## src/rtl/restador_serie_if.sv

```systemverilog
// restador_serie_if: start/operand/result bundle of the bit-serial subtractor.
interface restador_serie_if #(parameter int ANCHO = 8);
  logic             inicio;
  logic [ANCHO-1:0] minuendo;
  logic [ANCHO-1:0] sustraendo;
  logic             ocupado;
  logic             listo;
  logic [ANCHO-1:0] diferencia;
  logic             prestamo_out;
  logic             cero;
  logic             desbordamiento;
  modport master (output inicio, minuendo, sustraendo,
                  input ocupado, listo, diferencia, prestamo_out, cero, desbordamiento);
  modport slave  (input inicio, minuendo, sustraendo,
                  output ocupado, listo, diferencia, prestamo_out, cero, desbordamiento);
endinterface

```

## src/rtl/restador_serie.sv

```systemverilog
// restador_serie: bit-serial A-B, LSB first, one bit per clock with a borrow flip-flop.
// Optional macro RESTADOR_SATURACION_EN saturates diferencia on signed overflow.
module restador_serie #(parameter int ANCHO = 8) (
  input logic            clk,
  input logic            rst,
  restador_serie_if.slave bus
);
  localparam int CW = $clog2(ANCHO);
  typedef enum logic [1:0] {REPOSO, RESTA, FIN} estado_t;
  estado_t          estado_q, estado_d;
  logic [ANCHO-1:0] a_q, a_d, b_q, b_d, r_q, r_d, dif_q, dif_d;
  logic [CW-1:0]    cnt_q, cnt_d;
  logic             p_q, p_d, sa_q, sa_d, sb_q, sb_d;
  logic             prest_q, prest_d, cero_q, cero_d, desb_q, desb_d;
  logic             bit_d, p_n, desb;
  logic [ANCHO-1:0] res, res_sal;
  always_comb begin
    bit_d = a_q[0] ^ b_q[0] ^ p_q;
    p_n   = (~a_q[0] & b_q[0]) | (~(a_q[0] ^ b_q[0]) & p_q);
    res   = {bit_d, r_q[ANCHO-1:1]};
    // operand sign bits are kept aside since the shift registers lose them
    desb  = (sa_q != sb_q) & (res[ANCHO-1] != sa_q);
`ifdef RESTADOR_SATURACION_EN
    res_sal = desb ? {sa_q, {(ANCHO-1){~sa_q}}} : res;
`else
    res_sal = res;
`endif
    estado_d = estado_q;
    a_d      = a_q;
    b_d      = b_q;
    r_d      = r_q;
    p_d      = p_q;
    sa_d     = sa_q;
    sb_d     = sb_q;
    cnt_d    = cnt_q;
    dif_d    = dif_q;
    prest_d  = prest_q;
    cero_d   = cero_q;
    desb_d   = desb_q;
    case (estado_q)
      REPOSO: if (bus.inicio) begin
        estado_d = RESTA;
        a_d      = bus.minuendo;
        b_d      = bus.sustraendo;
        sa_d     = bus.minuendo[ANCHO-1];
        sb_d     = bus.sustraendo[ANCHO-1];
        p_d      = 1'b0;
        cnt_d    = '0;
      end
      RESTA: begin
        a_d   = a_q >> 1;
        b_d   = b_q >> 1;
        r_d   = res;
        p_d   = p_n;
        cnt_d = cnt_q + CW'(1);
        // last bit: hold the counter instead of wrapping and load the outputs
        if (cnt_q == CW'(ANCHO-1)) begin
          estado_d = FIN;
          cnt_d    = cnt_q;
          dif_d    = res_sal;
          prest_d  = p_n;
          cero_d   = (res_sal == '0);
          desb_d   = desb;
        end
      end
      FIN:     estado_d = REPOSO;
      default: estado_d = REPOSO;
    endcase
  end
  always_ff @(posedge clk) begin
    if (rst) begin
      estado_q <= REPOSO;
      a_q      <= '0;
      b_q      <= '0;
      r_q      <= '0;
      p_q      <= 1'b0;
      sa_q     <= 1'b0;
      sb_q     <= 1'b0;
      cnt_q    <= '0;
      dif_q    <= '0;
      prest_q  <= 1'b0;
      cero_q   <= 1'b0;
      desb_q   <= 1'b0;
    end else begin
      estado_q <= estado_d;
      a_q      <= a_d;
      b_q      <= b_d;
      r_q      <= r_d;
      p_q      <= p_d;
      sa_q     <= sa_d;
      sb_q     <= sb_d;
      cnt_q    <= cnt_d;
      dif_q    <= dif_d;
      prest_q  <= prest_d;
      cero_q   <= cero_d;
      desb_q   <= desb_d;
    end
  end
  assign bus.ocupado        = (estado_q != REPOSO);
  assign bus.listo          = (estado_q == FIN);
  assign bus.diferencia     = dif_q;
  assign bus.prestamo_out   = prest_q;
  assign bus.cero           = cero_q;
  assign bus.desbordamiento = desb_q;
endmodule

```

## src/flat_wrapper.sv

```systemverilog
// flat-port wrapper written by rule: the top's interface ports become plain ports
module restador_serie_flat 
#(parameter int ANCHO = 8)
  (clk, rst, bus_inicio, bus_minuendo, bus_sustraendo, bus_ocupado, bus_listo, bus_diferencia, bus_prestamo_out, bus_cero, bus_desbordamiento);
  restador_serie_if #(.ANCHO(ANCHO)) bus_i ();
  input logic clk;
  input logic rst;
  input wire logic [$bits(bus_i.inicio)-1:0] bus_inicio;
  input wire logic [$bits(bus_i.minuendo)-1:0] bus_minuendo;
  input wire logic [$bits(bus_i.sustraendo)-1:0] bus_sustraendo;
  output wire logic [$bits(bus_i.ocupado)-1:0] bus_ocupado;
  output wire logic [$bits(bus_i.listo)-1:0] bus_listo;
  output wire logic [$bits(bus_i.diferencia)-1:0] bus_diferencia;
  output wire logic [$bits(bus_i.prestamo_out)-1:0] bus_prestamo_out;
  output wire logic [$bits(bus_i.cero)-1:0] bus_cero;
  output wire logic [$bits(bus_i.desbordamiento)-1:0] bus_desbordamiento;
  assign bus_i.inicio = bus_inicio;
  assign bus_i.minuendo = bus_minuendo;
  assign bus_i.sustraendo = bus_sustraendo;
  assign bus_ocupado = bus_i.ocupado;
  assign bus_listo = bus_i.listo;
  assign bus_diferencia = bus_i.diferencia;
  assign bus_prestamo_out = bus_i.prestamo_out;
  assign bus_cero = bus_i.cero;
  assign bus_desbordamiento = bus_i.desbordamiento;
  restador_serie #(.ANCHO(ANCHO)) u_core (.clk(clk), .rst(rst), .bus(bus_i));
endmodule
```

## config.mk

```make
export PLATFORM = sky130hd
export DESIGN_NAME = restador_serie_flat
export DESIGN_NICKNAME = d
export VERILOG_FILES = /design/src/rtl/restador_serie_if.sv /design/src/rtl/restador_serie.sv /design/src/flat_wrapper.sv
export SDC_FILE = /design/constraint.sdc
export NUM_CORES = 1
export LEC_CHECK = 0
export CORE_MARGIN = 3
export CORE_UTILIZATION = 42
export CTS_BUF_LIST = sky130_fd_sc_hd__clkbuf_8
export CTS_CLUSTER_DIAMETER = 60
export DETAILED_ROUTE_END_ITERATION = 8
export PLACE_DENSITY = 0.71
export SETUP_SLACK_MARGIN = 0.4
export SLEW_MARGIN = 20
export SYNTH_ARGS = -nofsm -noshare
export SYNTH_HDL_FRONTEND = slang
export SYNTH_SLANG_ARGS = --single-unit
```

## constraint.sdc

```tcl
create_clock -name clk -period 3.5 [get_ports clk]
set_input_delay 0.35 -clock clk [delete_from_list [all_inputs] [get_ports clk]]
set_output_delay 0.35 -clock clk [all_outputs]
set_load 0.02 [all_outputs]
```

==> flow_metrics.tcl <==
set metrics [dict create \
    wirelength_um 3810 \
    postSynthAreaPerCell_sq_um 9.55 \
    drt_first_iter_violations 60 \
    dp.cells 279 \
    cts_resized 0 \
    cp-end-kind "output pin" \
    wl_per_cell_um 13.3 \
    grt_overflow 0 \
    ys_ff_latch 42 \
    cts_root_buffer "clkbuf_8" \
    initial_core_util 0.448 \
    cts_tree "done" \
    dr.pass1.iters 4 \
    ys_warn_count 0 \
    worst_slack_ns 1.45 \
    die_w_um 75.1 \
    rsz0062_at_grt "false" \
    cts_sinks 42 \
    viasPerCell 5.17 \
    place.gp.congestion 0.706 \
    switchingPower_mw 0.269 \
    grt_max_degree 26 \
    synth_cell_types 39 \
    die_h_um 75.1 \
    pre_cts_slack_ns 1.60 \
    synthFlopType "dfxtp_1" \
    cp_max_fo 11 \
    swShare 0.277 \
    worstPathRequired_ns 3.15 \
    timing.setup.tns_ns 0 \
    synth-edff-count 0 \
    critPathLaunchType "flip-flop" \
    postCtsHoldBufs 0 \
    ys_seq_area_frac 0.419 \
    report.final.slew_viol_count 0 \
    fmax_ghz 0.487 \
    finalCriticalPeriod_ns 2.05 \
    antenna_found_initial 0 \
    tightest_slew_ns 0.661 \
    cts.reportedPaths.clkPinSlew_ns 0.09 \
    grt_pass1_wl_um 6480 \
    hp-class "reg -> reg" \
    layout.cells.non_filler 287 \
    power.density_nw_per_um2 414 \
    syn_inst 210 \
    path_class "reg -> out" \
    maxCapViolCount 0 \
    combPwrFrac 0.135 \
    syn_to_final_growth_pct 16.5 \
    grt_pass1_vias 1428 \
    final_hold_viol_count 0 \
    finalSetupViolCount 0 \
    timing.hold.ws_ns 0.457 \
    clockPowerShare 0.333 \
    antenna_cells 0 \
    fillers 431 \
    ant_nets 0 \
    max_slew_margin 0.558 \
    status "complete, no violations" \
    fin_nets 256 \
    io_buffer_count 31 \
    arrival_ns 1.70 \
    h-tree-depth 2 \
    num_vias 1484 \
    vdd_ir_drop_max_v 0.000147 \
    cts_setup_buffers 0 \
    synth_nets 232 \
    ys_async_sr_fraction 0 \
    synthesis.area_sq_um 2010 \
    grt_usage 0.150 \
    layout-drive-gt1-share 0.238 \
    seqPwrFrac 0.531 \
    ios 32 \
    clock_path_buffers 2 \
    numCtsBuffers 5 \
    skew_ns 0.00967 \
    rows 24 \
    core_sq_um 4470 \
    fin_crit_sh 0.586 \
    dpl.hpwl_um 2500 \
    worstSkewPairLatency_ns 0.30 \
    dieArea_sq_um 5640 \
    p_int_mw 0.700 \
    cellLeakagePower_nw 0.790 \
    drc 0 \
]
## cell families after synthesis
logic type,synth area share
AOI/OAI and AO/OA,0.269
adders and majority gates,0.0225
buffers and inverters,0.0730
DFF,0.419
muxes,0.00998
and+or+nand+nor,0.206
## sequential cells by signal, indices dropped and copies added (netlist names)
signal,count
u_core.p_q,1
u_core.a_q,8
u_core.bus.diferencia,8
u_core.bus.prestamo_out,1
u_core.bus.cero,1
u_core.b_q,8
u_core.estado_q,2
u_core.sb_q,1
u_core.cnt_q,3
u_core.bus.desbordamiento,1
u_core.r_q,7
u_core.sa_q,1
## routing by layer
layer  routed length (um)  up-vias  GRT usage  part of all wire
li1                     -      771          -                 -
met1                 1850      685      0.205              0.49
met5                    0        -          0                 0
met4                   63        0     0.0553             0.017
met2                 1780       23      0.226              0.47
met3                  116        5     0.0401             0.030
## layout make-up
cell class	count	area, sq um	share of cell area
flip-flops and latches	42	841	0.360
inverters	2	7.51	0.00321
clock buffers	5	68.8	0.0294
well taps	52	65.1	0.0278
clock inverters	3	23.8	0.0102
repair buffers	32	313	0.134
multi-input cells	151	1020	0.436
## final timing paths
kind | start | endpoint | slack [ns] | depth (start not counted)
min | u_core.bus.diferencia[0] | u_core.bus.diferencia[0] | 0.46 | 2
min reg2reg | u_core.bus.diferencia[0] | u_core.bus.diferencia[0] | 0.46 | 2
max | u_core.estado_q[0] | bus_ocupado | 1.45 | 2
max reg2reg | u_core.b_q[0] | u_core.bus.desbordamiento | 1.72 | 4
## cells in the mapped netlist (all sizes together), types with 2 or more instances
cell    count  area share
nand2      47       0.088
dfxtp      42        0.42
a21oi      35        0.13
nor2       19       0.036
a211oi     14       0.085
buf        13       0.065
nor2b       4       0.012
o21ai       3      0.0075
clkbuf      2      0.0037
ha          2       0.012
inv         2      0.0037
mux2i       2       0.010
nand3b      2      0.0075
nand4b      2      0.0087
nor4        2      0.0062
o22ai       2      0.0062
or2         2      0.0062
## worst max-delay path, cell delays in order (launching register included)
cell             delay, ns
dfxtp_1               0.63
or2_2                 0.19
clkdlybuf4s50_1       0.59
## power by group through the flow
stage,clock network (mW),logic (mW),registers (mW)
2_1_floorplan,0,0.109,0.520
3_3_place_gp,0,0.130,0.525
3_5_place_dp,0,0.132,0.525
4_1_cts,0.332,0.133,0.514
5_1_grt,0.349,0.145,0.517
6_report,0.323,0.131,0.514
## cell usage in the layout (no fill, tap or decap), types with 3 or more instances in the layout
cell,instances
a211oi_2,13
a21oi_2,22
nor2b_1,4
o21ai_0,3
nor2_1,19
clkbuf_8,5
clkdlybuf4s50_1,30
nand2_1,47
a21oi_1,13
dfxtp_1,42
## through the flow
stage | instance area (sq um) | util | total power, mW
after global placement | 2240 | 0.502 | 0.655
after global routing | 2340 | 0.522 | 1.01
after CTS | 2340 | 0.522 | 0.979
final | 2340 | 0.522 | 0.968
after floorplan | 2010 | - | 0.629
after detailed placement | 2240 | 0.502 | 0.657
Power figures use the tool's default switching activity.
